[src/rtl/mem_port_arbiter_if.sv]
// Bus bundle for mem_port_arbiter: fetch requester, data requester and the shared memory port.
// The arbiter uses the slave view; requesters and memory together form the master view.
interface mem_port_arbiter_if #(
  parameter int unsigned ADDR_W = 32,
  parameter int unsigned DATA_W = 32
);
  logic                  if_req;
  logic [ADDR_W-1:0]     if_addr;
  logic                  if_gnt;
  logic                  if_rvalid;
  logic [DATA_W-1:0]     if_rdata;

  logic                  d_req;
  logic                  d_we;
  logic [ADDR_W-1:0]     d_addr;
  logic [DATA_W-1:0]     d_wdata;
  logic [DATA_W/8-1:0]   d_be;
  logic                  d_gnt;
  logic                  d_rvalid;
  logic [DATA_W-1:0]     d_rdata;

  logic                  mem_req;
  logic                  mem_we;
  logic [ADDR_W-1:0]     mem_addr;
  logic [DATA_W-1:0]     mem_wdata;
  logic [DATA_W/8-1:0]   mem_be;
  logic                  mem_gnt;
  logic                  mem_rvalid;
  logic [DATA_W-1:0]     mem_rdata;

  logic                  stall;

  modport slave (
    input  if_req, if_addr, d_req, d_we, d_addr, d_wdata, d_be,
    input  mem_gnt, mem_rvalid, mem_rdata,
    output if_gnt, if_rvalid, if_rdata, d_gnt, d_rvalid, d_rdata,
    output mem_req, mem_we, mem_addr, mem_wdata, mem_be, stall
  );

  modport master (
    output if_req, if_addr, d_req, d_we, d_addr, d_wdata, d_be,
    output mem_gnt, mem_rvalid, mem_rdata,
    input  if_gnt, if_rvalid, if_rdata, d_gnt, d_rvalid, d_rdata,
    input  mem_req, mem_we, mem_addr, mem_wdata, mem_be, stall
  );
endinterface

[src/rtl/mem_port_arbiter.sv]
// Shares one memory port between instruction fetch and data access; one transaction in flight,
// data has priority, fetch is forced through after MAX_WAIT consecutive losses.
module mem_port_arbiter #(
  parameter int unsigned ADDR_W   = 32,
  parameter int unsigned DATA_W   = 32,
  parameter int unsigned MAX_WAIT = 4
) (
  input logic               clk,
  input logic               rst,
  mem_port_arbiter_if.slave bus
);
  localparam int unsigned BE_W = DATA_W / 8;

  typedef enum logic [1:0] {StIdle, StIssue, StWait} state_e;

  state_e              state_q, state_d;
  logic                owner_data_q, owner_data_d;
  logic [3:0]          starve_cnt_q, starve_cnt_d;
  logic                we_q, we_d;
  logic [ADDR_W-1:0]   addr_q, addr_d;
  logic [DATA_W-1:0]   wdata_q, wdata_d;
  logic [BE_W-1:0]     be_q, be_d;

  logic resp;
  logic arb_event;
  logic fetch_wins;

  // No handshakes are offered while reset is held, so nothing is granted that gets dropped.
  assign resp       = rst & (state_q == StWait) & bus.mem_rvalid;
  assign arb_event  = rst & ((state_q == StIdle) | resp) & (bus.if_req | bus.d_req);
  assign fetch_wins = bus.if_req & (~bus.d_req | (starve_cnt_q == 4'(MAX_WAIT)));

  assign bus.if_gnt    = arb_event & fetch_wins;
  assign bus.d_gnt     = arb_event & ~fetch_wins;
  assign bus.if_rvalid = resp & ~owner_data_q;
  assign bus.d_rvalid  = resp & owner_data_q;
  assign bus.if_rdata  = bus.mem_rdata;
  assign bus.d_rdata   = bus.mem_rdata;

  assign bus.mem_req   = (state_q == StIssue);
  assign bus.mem_we    = we_q;
  assign bus.mem_addr  = addr_q;
  assign bus.mem_wdata = wdata_q;
  assign bus.mem_be    = be_q;

  assign bus.stall = bus.if_req & ~bus.if_rvalid;

  always_comb begin
    state_d      = state_q;
    owner_data_d = owner_data_q;
    starve_cnt_d = starve_cnt_q;
    we_d         = we_q;
    addr_d       = addr_q;
    wdata_d      = wdata_q;
    be_d         = be_q;

    unique case (state_q)
      StIdle:  if (arb_event) state_d = StIssue;
      StIssue: if (bus.mem_gnt) state_d = StWait;
      StWait:  if (resp) state_d = arb_event ? StIssue : StIdle;
      default: state_d = StIdle;
    endcase

    if (arb_event) begin
      owner_data_d = ~fetch_wins;
      we_d         = fetch_wins ? 1'b0 : bus.d_we;
      addr_d       = fetch_wins ? bus.if_addr : bus.d_addr;
      wdata_d      = fetch_wins ? '0 : bus.d_wdata;
      be_d         = fetch_wins ? '1 : bus.d_be;
      // Only a loss while fetch is actually waiting counts towards starvation.
      if (~fetch_wins & bus.if_req) begin
        starve_cnt_d = (starve_cnt_q == 4'(MAX_WAIT)) ? starve_cnt_q : starve_cnt_q + 4'd1;
      end else begin
        starve_cnt_d = '0;
      end
    end
  end

  always_ff @(posedge clk) begin
    if (!rst) begin
      state_q      <= StIdle;
      owner_data_q <= 1'b0;
      starve_cnt_q <= '0;
      we_q         <= 1'b0;
      addr_q       <= '0;
      wdata_q      <= '0;
      be_q         <= '0;
    end else begin
      state_q      <= state_d;
      owner_data_q <= owner_data_d;
      starve_cnt_q <= starve_cnt_d;
      we_q         <= we_d;
      addr_q       <= addr_d;
      wdata_q      <= wdata_d;
      be_q         <= be_d;
    end
  end
endmodule

[src/flat_wrapper.sv]
// flat-port wrapper written by rule: the top's interface ports become plain ports
module mem_port_arbiter_flat 
#(
  parameter int unsigned ADDR_W   = 32,
  parameter int unsigned DATA_W   = 32,
  parameter int unsigned MAX_WAIT = 4
)
  (clk, rst, bus_if_req, bus_if_addr, bus_d_req, bus_d_we, bus_d_addr, bus_d_wdata, bus_d_be, bus_mem_gnt, bus_mem_rvalid, bus_mem_rdata, bus_if_gnt, bus_if_rvalid, bus_if_rdata, bus_d_gnt, bus_d_rvalid, bus_d_rdata, bus_mem_req, bus_mem_we, bus_mem_addr, bus_mem_wdata, bus_mem_be, bus_stall);
  mem_port_arbiter_if #(.ADDR_W(ADDR_W), .DATA_W(DATA_W)) bus_i ();
  input logic clk;
  input logic rst;
  input wire logic [$bits(bus_i.if_req)-1:0] bus_if_req;
  input wire logic [$bits(bus_i.if_addr)-1:0] bus_if_addr;
  input wire logic [$bits(bus_i.d_req)-1:0] bus_d_req;
  input wire logic [$bits(bus_i.d_we)-1:0] bus_d_we;
  input wire logic [$bits(bus_i.d_addr)-1:0] bus_d_addr;
  input wire logic [$bits(bus_i.d_wdata)-1:0] bus_d_wdata;
  input wire logic [$bits(bus_i.d_be)-1:0] bus_d_be;
  input wire logic [$bits(bus_i.mem_gnt)-1:0] bus_mem_gnt;
  input wire logic [$bits(bus_i.mem_rvalid)-1:0] bus_mem_rvalid;
  input wire logic [$bits(bus_i.mem_rdata)-1:0] bus_mem_rdata;
  output wire logic [$bits(bus_i.if_gnt)-1:0] bus_if_gnt;
  output wire logic [$bits(bus_i.if_rvalid)-1:0] bus_if_rvalid;
  output wire logic [$bits(bus_i.if_rdata)-1:0] bus_if_rdata;
  output wire logic [$bits(bus_i.d_gnt)-1:0] bus_d_gnt;
  output wire logic [$bits(bus_i.d_rvalid)-1:0] bus_d_rvalid;
  output wire logic [$bits(bus_i.d_rdata)-1:0] bus_d_rdata;
  output wire logic [$bits(bus_i.mem_req)-1:0] bus_mem_req;
  output wire logic [$bits(bus_i.mem_we)-1:0] bus_mem_we;
  output wire logic [$bits(bus_i.mem_addr)-1:0] bus_mem_addr;
  output wire logic [$bits(bus_i.mem_wdata)-1:0] bus_mem_wdata;
  output wire logic [$bits(bus_i.mem_be)-1:0] bus_mem_be;
  output wire logic [$bits(bus_i.stall)-1:0] bus_stall;
  assign bus_i.if_req = bus_if_req;
  assign bus_i.if_addr = bus_if_addr;
  assign bus_i.d_req = bus_d_req;
  assign bus_i.d_we = bus_d_we;
  assign bus_i.d_addr = bus_d_addr;
  assign bus_i.d_wdata = bus_d_wdata;
  assign bus_i.d_be = bus_d_be;
  assign bus_i.mem_gnt = bus_mem_gnt;
  assign bus_i.mem_rvalid = bus_mem_rvalid;
  assign bus_i.mem_rdata = bus_mem_rdata;
  assign bus_if_gnt = bus_i.if_gnt;
  assign bus_if_rvalid = bus_i.if_rvalid;
  assign bus_if_rdata = bus_i.if_rdata;
  assign bus_d_gnt = bus_i.d_gnt;
  assign bus_d_rvalid = bus_i.d_rvalid;
  assign bus_d_rdata = bus_i.d_rdata;
  assign bus_mem_req = bus_i.mem_req;
  assign bus_mem_we = bus_i.mem_we;
  assign bus_mem_addr = bus_i.mem_addr;
  assign bus_mem_wdata = bus_i.mem_wdata;
  assign bus_mem_be = bus_i.mem_be;
  assign bus_stall = bus_i.stall;
  mem_port_arbiter #(.ADDR_W(ADDR_W), .DATA_W(DATA_W), .MAX_WAIT(MAX_WAIT)) u_core (.clk(clk), .rst(rst), .bus(bus_i));
endmodule
[config.mk]
export PLATFORM = sky130hd
export DESIGN_NAME = mem_port_arbiter_flat
export DESIGN_NICKNAME = d
export VERILOG_FILES = /design/src/rtl/mem_port_arbiter_if.sv /design/src/rtl/mem_port_arbiter.sv /design/src/flat_wrapper.sv
export SDC_FILE = /design/constraint.sdc
export NUM_CORES = 1
export LEC_CHECK = 0
export CAP_MARGIN = 15
export CELL_PAD_IN_SITES_DETAIL_PLACEMENT = 0
export CELL_PAD_IN_SITES_GLOBAL_PLACEMENT = 1
export CORE_ASPECT_RATIO = 1.4
export CORE_MARGIN = 2
export CORE_UTILIZATION = 24
export CTS_CLUSTER_SIZE = 30
export DETAILED_ROUTE_END_ITERATION = 6
export PLACE_DENSITY = 0.86
export SYNTH_ARGS = -nofsm -noshare
export SYNTH_HDL_FRONTEND = slang
export SYNTH_SLANG_ARGS = --single-unit
[constraint.sdc]
create_clock -name clk -period 5.6 [get_ports clk]
set_input_delay 1.12 -clock clk [delete_from_list [all_inputs] [get_ports clk]]
set_output_delay 1.12 -clock clk [all_outputs]
set_load 0.02 [all_outputs]
==> summary.txt, run 1 <==
GRT
  – Initial antenna violation count: 0
  – First-pass GRT wire length: 17.5 mm
  – Vias in the first global route: 3,513
  – Total global-route track usage: 0.140
  – GR Overflow Total: 0
  – Largest net degree at the start of global routing: 78

Placement
  – Port-buffer cells: 181
  – DP Area: 5040 sq um
  – Detailed placement HPWL: 8.05 mm
  – Routability congestion estimate: 0.732
  – Pre-CTS WS: 1.36 ns

Routing
  – Met2 wire length: 5.90 mm
  – Met1 Wirelength: 4.27 mm
  – WL/cell: 15.4 um
  – Vias per inst: 4.66
  – Top Layer Used: met4
  – Initial drt markers: 145
  – DRT Pass-1 Iters: 4
  – DRC: 0
  – Final wirelength: 11.6 mm
  – Antenna-violating nets left: 0
  – DR vias: 3,508
  – Routed wl met3: 748 um

Floorplan
  – Core ar.: 14,900 sq um
  – DIE AREA: 16,200 sq um
  – Die Height: 150 um
  – Die Width: 108 um
  – Initial Util: 0.244
  – I/O pins: 278
  – # rows: 53

STA
  – Clock Skews: 0.00877 ns
  – Worst setup margin: 1.39 ns
  – Min Tclk post-route: 4.21 ns
  – Unrepaired setup endpoints after global routing: no
  – Final max-slew violation count: 0
  – Final hold vios: 0
  – Final period util: 0.752
  – Setup Total Neg Slack: 0 ns
  – Worst-margin pin slew: 0.921 ns
  – Final Setup Violations: 0
  – Fmax: 238 MHz
  – Relative slew slack: 0.386

Power
  – Pwr dens: 298 nW/um^2
  – Lkg Pwr: 2.06 nW
  – Max VDD drop: 0.144 mV

Clock tree
  – Clock buffer count from CTS: 9
  – # hold bufs at CTS: 0
  – Clk sinks: 76
  – CTS tree: built
  – Root Buffer: clkbuf_16
  – CTS Buffer Depth: 2
  – CTS resizes: 0
  – Clock transition at path regs: 0.05 ns
  – CTS HTree Levels: 3
  – Clk Latency, worst-skew pair: 0.33 ns
  – Number of setup buffers added after CTS: 0

Synth
  – Synthesized area per cell: 7.94 sq um
  – Number of synthesized flops with an enable pin: 0
  – #FFs+latches synth: 76
  – Seq/Total Area, Yosys: 0.418
  – Distinct cells, synth: 29
  – Cell area after synthesis: 3640 sq um
  – Mapped Cells: 459
  – Primary FF master, synth: dfxtp_1
  – Asr flop ratio synth: 0
  – Syn_nets: 600
  – Synth warn: 0

Finish
  – Fin area: 5370 sq um
  – Syn-to-layout area delta: 47.4%
  – # fillers: 1,549
  – Final core occ: 0.360
  – Antenna diodes: 0
  – Reg area: 1520 sq um
  – Final net count: 698
  – Share of layout cells above drive strength 1: 0.0624
  – Multi-input logic area: 1410 sq um

Critical path
  – CP peak stage delay: 0.64 ns
  – Slowest stage cell, crit path: clkdlybuf4s50_1
  – CP Max Fanout: 7
  – Crit Path Class: in2out
  – Most frequent CP cell: clkdlybuf4s50_1
  – Cell family with most CP delay: buffers and inverters
  – Crit-path cells: clkdlybuf4s50_1 > and4b_2 > or2_1 > nor2_1 > clkdlybuf4s50_1
  – WP data required: 4.48 ns
  – Crit start category: primary input
  – Critical Path AT: 3.09 ns
  – Worst path bufs/invs: 2
  – Worst Setup End Kind: primary output

Run
  – Max Cap Viol: 0

Status
  – Status: finished clean

Min path
  – Hold Crit Class: reg2reg
## synth_stat cells (2+ instances only)
library cell,n,share of area
dfxtp_1,76,0.42
nand2_1,70,0.072
nand3_1,70,0.096
buf_4,65,0.13
a21oi_1,59,0.081
o21ai_0,32,0.044
buf_2,19,0.026
a21oi_2,10,0.024
nor2_1,10,0.010
clkbuf_1,9,0.0093
inv_1,6,0.0062
nor2b_1,4,0.0069
nor3_1,4,0.0055
buf_6,3,0.0093
buf_8,3,0.012
a31oi_1,2,0.0034
and2b_1,2,0.0041
ha_1,2,0.0069
o21ai_1,2,0.0027
o32ai_1,2,0.0048
## path summary, 6_finish.rpt
check | from | to | slack (ns) | depth (start not counted)
max | bus_if_req | bus_d_gnt | 1.39 | 5
min | u_core.bus.mem_wdata[20]$_SDFFE_PN0P_ | u_core.bus.mem_wdata[20]$_SDFFE_PN0P_ | 0.45 | 2
max reg2reg | u_core.state_q[0]$_SDFFE_PN0P_ | u_core.bus.mem_addr[9]$_SDFFE_PN0P_ | 3.32 | 5
min reg2reg | u_core.bus.mem_wdata[20]$_SDFFE_PN0P_ | u_core.bus.mem_wdata[20]$_SDFFE_PN0P_ | 0.45 | 2
## where the power goes
part / switching (W) / internal, W
clock network: 0.000216 / 0.000411
logic: 0.000178 / 0.000178
registers: 0.0000254 / 0.000590
## cell type report
class,count,area share
sequential,76,0.283
clock inverter,4,0.0135
timing repair buffer,186,0.344
tap,192,0.0448
multi-input combinational,278,0.263
clock buffer,11,0.0471
inverter,6,0.00420
## worst min-delay path: stages, from the launching register on
cell and delay (ns):
dfxtp_1 0.30, nand3_1 0.06, nand2_1 0.05
## sequential cells by signal, summed over array words and instances (netlist names)
register and count:
u_core.owner_data_q 1, u_core.bus.mem_we 1, u_core.bus.mem_wdata 32, u_core.bus.mem_addr 32
u_core.bus.mem_be 4, u_core.starve_cnt_q 4, u_core.state_q 2
## cell usage in the layout, fill, tap and decap left out, types with 5 or more instances in the layout
cell / instances
a21oi_2: 10
dfxtp_1: 76
nor2_1: 10
nand3_1: 70
a21oi_1: 59
o21ai_0: 32
clkdlybuf4s50_1: 180
inv_1: 6
buf_4: 5
nand2_1: 70
clkbuf_16: 9
## per-stage QoR
step / cells / hold WS (ns) / power (W)
2_1_floorplan: 459 / 0.465 / 0.000856
3_3_place_gp: 738 / 0.441 / 0.000978
3_5_place_dp: 738 / 0.446 / 0.000985
4_1_cts: 753 / 0.456 / 0.00163
5_1_grt: 753 / 0.467 / 0.00168
6_report: 753 / 0.452 / 0.00160
## cells by family (layout without fill, tap and decap cells)
logic type / count (synthesis) / count (layout) / share of synthesized area
simple gates: 164 / 164 / 0.205
compound gates: 112 / 112 / 0.173
buf+inv: 105 / 207 / 0.197
flops: 76 / 76 / 0.418
fa+ha+maj: 2 / 2 / 0.00687
## routing by layer
layer,vias up,track usage
met3,62,0.0344
met4,0,0.0962
met1,1637,0.146
met2,132,0.243
li1,1677,-
met5,-,0
No activity file was read; power rests on OpenSTA's default activity.
==> inputs of run 2 (changes only) <==
CORE_UTILIZATION = 20   (was 24)
PLACE_DENSITY = 0.76   (was 0.86)
clock period = 3.4 ns   (was 5.6 ns; I/O delays follow)
==> run 2 against run 1 <==
Net effect:
- critical path depth unchanged
- hold slack about the same
- sequential power up 64%
- sequential cell count unchanged
- power up 66%
- final cell count up 6.9%
- wire length up 1.3%
- count of clock-buffer cells in the layout down 1
- critical endpoint unchanged
- final area up 1.8%
- clock power up 69%
- via count down 1.0%
- critical path type unchanged
- clock skew up 0.00071 ns
==> summary.txt, run 2 (same netlist as run 1, synthesis figures left out) <==
Status
  – Status: finished clean (unchanged)

Placement
  – DP Area: 5140 sq um (was 5040 sq um)
  – Port-buffer cells: 181 (unchanged)
  – Routability congestion estimate: 0.727 (was 0.732)
  – Dpl cells: 789 (was 738)
  – Detailed placement HPWL: 7.84 mm (was 8.05 mm)

Routing
  – WL/cell: 14.6 um (was 15.4 um)
  – Final wirelength: 11.7 mm (was 11.6 mm)
  – DR vias: 3,472 (was 3,508)
  – Top Layer Used: met4 (unchanged)
  – Met1 Wirelength: 4.40 mm (was 4.27 mm)
  – Initial drt markers: 130 (was 145)
  – DRC: 0 (unchanged)
  – Met2 wire length: 6.00 mm (was 5.90 mm)
  – Vias per inst: 4.31 (was 4.66)
  – Routed wl met3: 777 um (was 748 um)
  – Antenna-violating nets left: 0 (unchanged)
  – DRT Pass-1 Iters: 4 (unchanged)

Floorplan
  – I/O pins: 278 (unchanged)
  – Initial Util: 0.203 (was 0.244)
  – DIE AREA: 19,300 sq um (was 16,200 sq um)
  – Core ar.: 17,900 sq um (was 14,900 sq um)
  – Die Width: 118 um (was 108 um)
  – Die Height: 164 um (was 150 um)
  – # rows: 58 (was 53)

Min path
  – Hold Crit Class: reg2reg (unchanged)
  – Hold path depth: 2 (unchanged)

Clock tree
  – CTS resizes: 0 (unchanged)
  – CTS tree: built (unchanged)
  – Clk Latency, worst-skew pair: 0.34 ns (was 0.33 ns)
  – Number of setup buffers added after CTS: 0 (unchanged)
  – Root Buffer: clkbuf_16 (unchanged)
  – Clock transition at path regs: 0.06 ns (was 0.05 ns)
  – CTS Buffer Depth: 2 (unchanged)
  – Clk sinks: 76 (unchanged)
  – # hold bufs at CTS: 0 (unchanged)
  – Clock buffer count from CTS: 9 (unchanged)
  – CTS HTree Levels: 3 (unchanged)

Finish
  – Commonest non-fill, non-tap cell in the layout: clkdlybuf4s50_1 (unchanged)
  – Final non-filler cell total: 805 (was 753)
  – Most frequent cells in the layout: clkdlybuf4s50_1 (180), dfxtp_1 (76), nand3_1 (70), nand2_1 (70), a21oi_1 (59) (unchanged)
  – Fin area: 5460 sq um (was 5370 sq um)
  – Share of layout cells above drive strength 1: 0.0690 (was 0.0624)
  – Final net count: 701 (was 698)
  – Final core occ: 0.305 (was 0.360)
  – Antenna diodes: 0 (unchanged)
  – Syn-to-layout area delta: 50.0% (was 47.4%)

STA
  – Unrepaired setup endpoints after global routing: no (unchanged)
  – Min Tclk post-route: 3.13 ns
  – Clock Skews: 0.00948 ns (was 0.00877 ns)
  – Final Setup Violations: 0 (unchanged)
  – Fmax: 319 MHz
  – Relative slew slack: 0.432 (was 0.386)
  – Setup Total Neg Slack: 0 ns (unchanged)
  – Final hold vios: 0 (unchanged)
  – Final max-slew violation count: 0 (unchanged)
  – Worst-margin pin slew: 0.851 ns (was 0.921 ns)
  – Final period util: 0.921

Critical path
  – Critical Path AT: 2.45 ns (was 3.09 ns)
  – CP Max Fanout: 5 (was 7)
  – WP data required: 2.72 ns (was 4.48 ns)
  – Crit start category: primary input (unchanged)
  – Flop2flop setup slack: 1.34 ns (was 3.32 ns)
  – Crit Path Class: in2out (unchanged)
  – Cells on worst reg2reg path: 7 (was 5)
  – Worst Setup End Kind: primary output (unchanged)

GRT
  – GR Overflow Total: 0 (unchanged)
  – First-pass GRT wire length: 18.2 mm (was 17.5 mm)
  – Initial antenna violation count: 0 (unchanged)
  – Total global-route track usage: 0.120 (was 0.140)
  – Vias in the first global route: 3,466 (was 3,513)
  – Largest net degree at the start of global routing: 78 (unchanged)

Power
  – Max VDD drop: 0.185 mV (was 0.144 mV)
  – Lkg Pwr: 2.07 nW (was 2.06 nW)
  – Pwr dens: 487 nW/um^2 (was 298 nW/um^2)

Run
  – Max Cap Viol: 0 (unchanged)
-- run 2: cell types whose count changed in the layout (fill, tap and decap cells not counted) --
cell,delta
buf_4,+2
clkinvlp_4,+2
buf_12,+1
clkbuf_8,-1
-- run 2: worst paths after layout --
kind	end	from
worst max-delay path	bus_d_gnt	bus_if_req
worst min-delay path	u_core.bus.mem_wdata[30]$_SDFFE_PN0P_	u_core.bus.mem_wdata[30]$_SDFFE_PN0P_
worst max register to register	u_core.bus.mem_addr[12]$_SDFFE_PN0P_	u_core.starve_cnt_q[0]$_SDFFE_PN0P_
worst min register to register	u_core.bus.mem_wdata[30]$_SDFFE_PN0P_	u_core.bus.mem_wdata[30]$_SDFFE_PN0P_
-- run 2: layout make-up --
cell class	instances	area (sq um)
Sequential cell	76	1520
Tap cell	240	300
Clock inverter	6	87.6
Clock buffer	10	239
Inverter	6	22.5
Fill cell	1942	12500
Multi-Input combinational cell	278	1410
Timing Repair Buffer	189	1880
-- run 2: per-layer routing --
metal / vias to the layer above / GRT usage
li1: 1687 / -
met1: 1596 / 0.124
met2: 129 / 0.212
met3: 60 / 0.0367
met4: 0 / 0.0761
met5: - / 0
-- run 2: where the power goes --
part	switching, W	total (W)	internal (W)
Clock	0.000396	0.00106	0.000662
Combinational	0.000295	0.000594	0.000299
Sequential	0.0000383	0.00101	0.000971
Total	0.000729	0.00266	0.00193
-- run 2: metrics by stage --
step / hold WS (ns) / worst slack (ns) / total power, W
global route: 0.474 / 0.158 / 0.00279
finish: 0.453 / 0.269 / 0.00266
floorplan: 0.465 / 1.03 / 0.00141
global placement: 0.439 / 0.216 / 0.00163
detailed placement: 0.444 / 0.205 / 0.00163
CTS: 0.454 / 0.204 / 0.00271
-- run 2: critical path: stages --
cell and delay, ns:
clkdlybuf4s50_1 0.47, and4b_2 0.28, or2_1 0.24, nor2_1 0.10
clkdlybuf4s50_1 0.67
==> inputs of run 3 (changes only) <==
ABC_CLOCK_PERIOD_IN_PS = 3400   (was default)
==> results of run 3 <==
No change in the layout: final DEF, timing and power equal those of run 2.
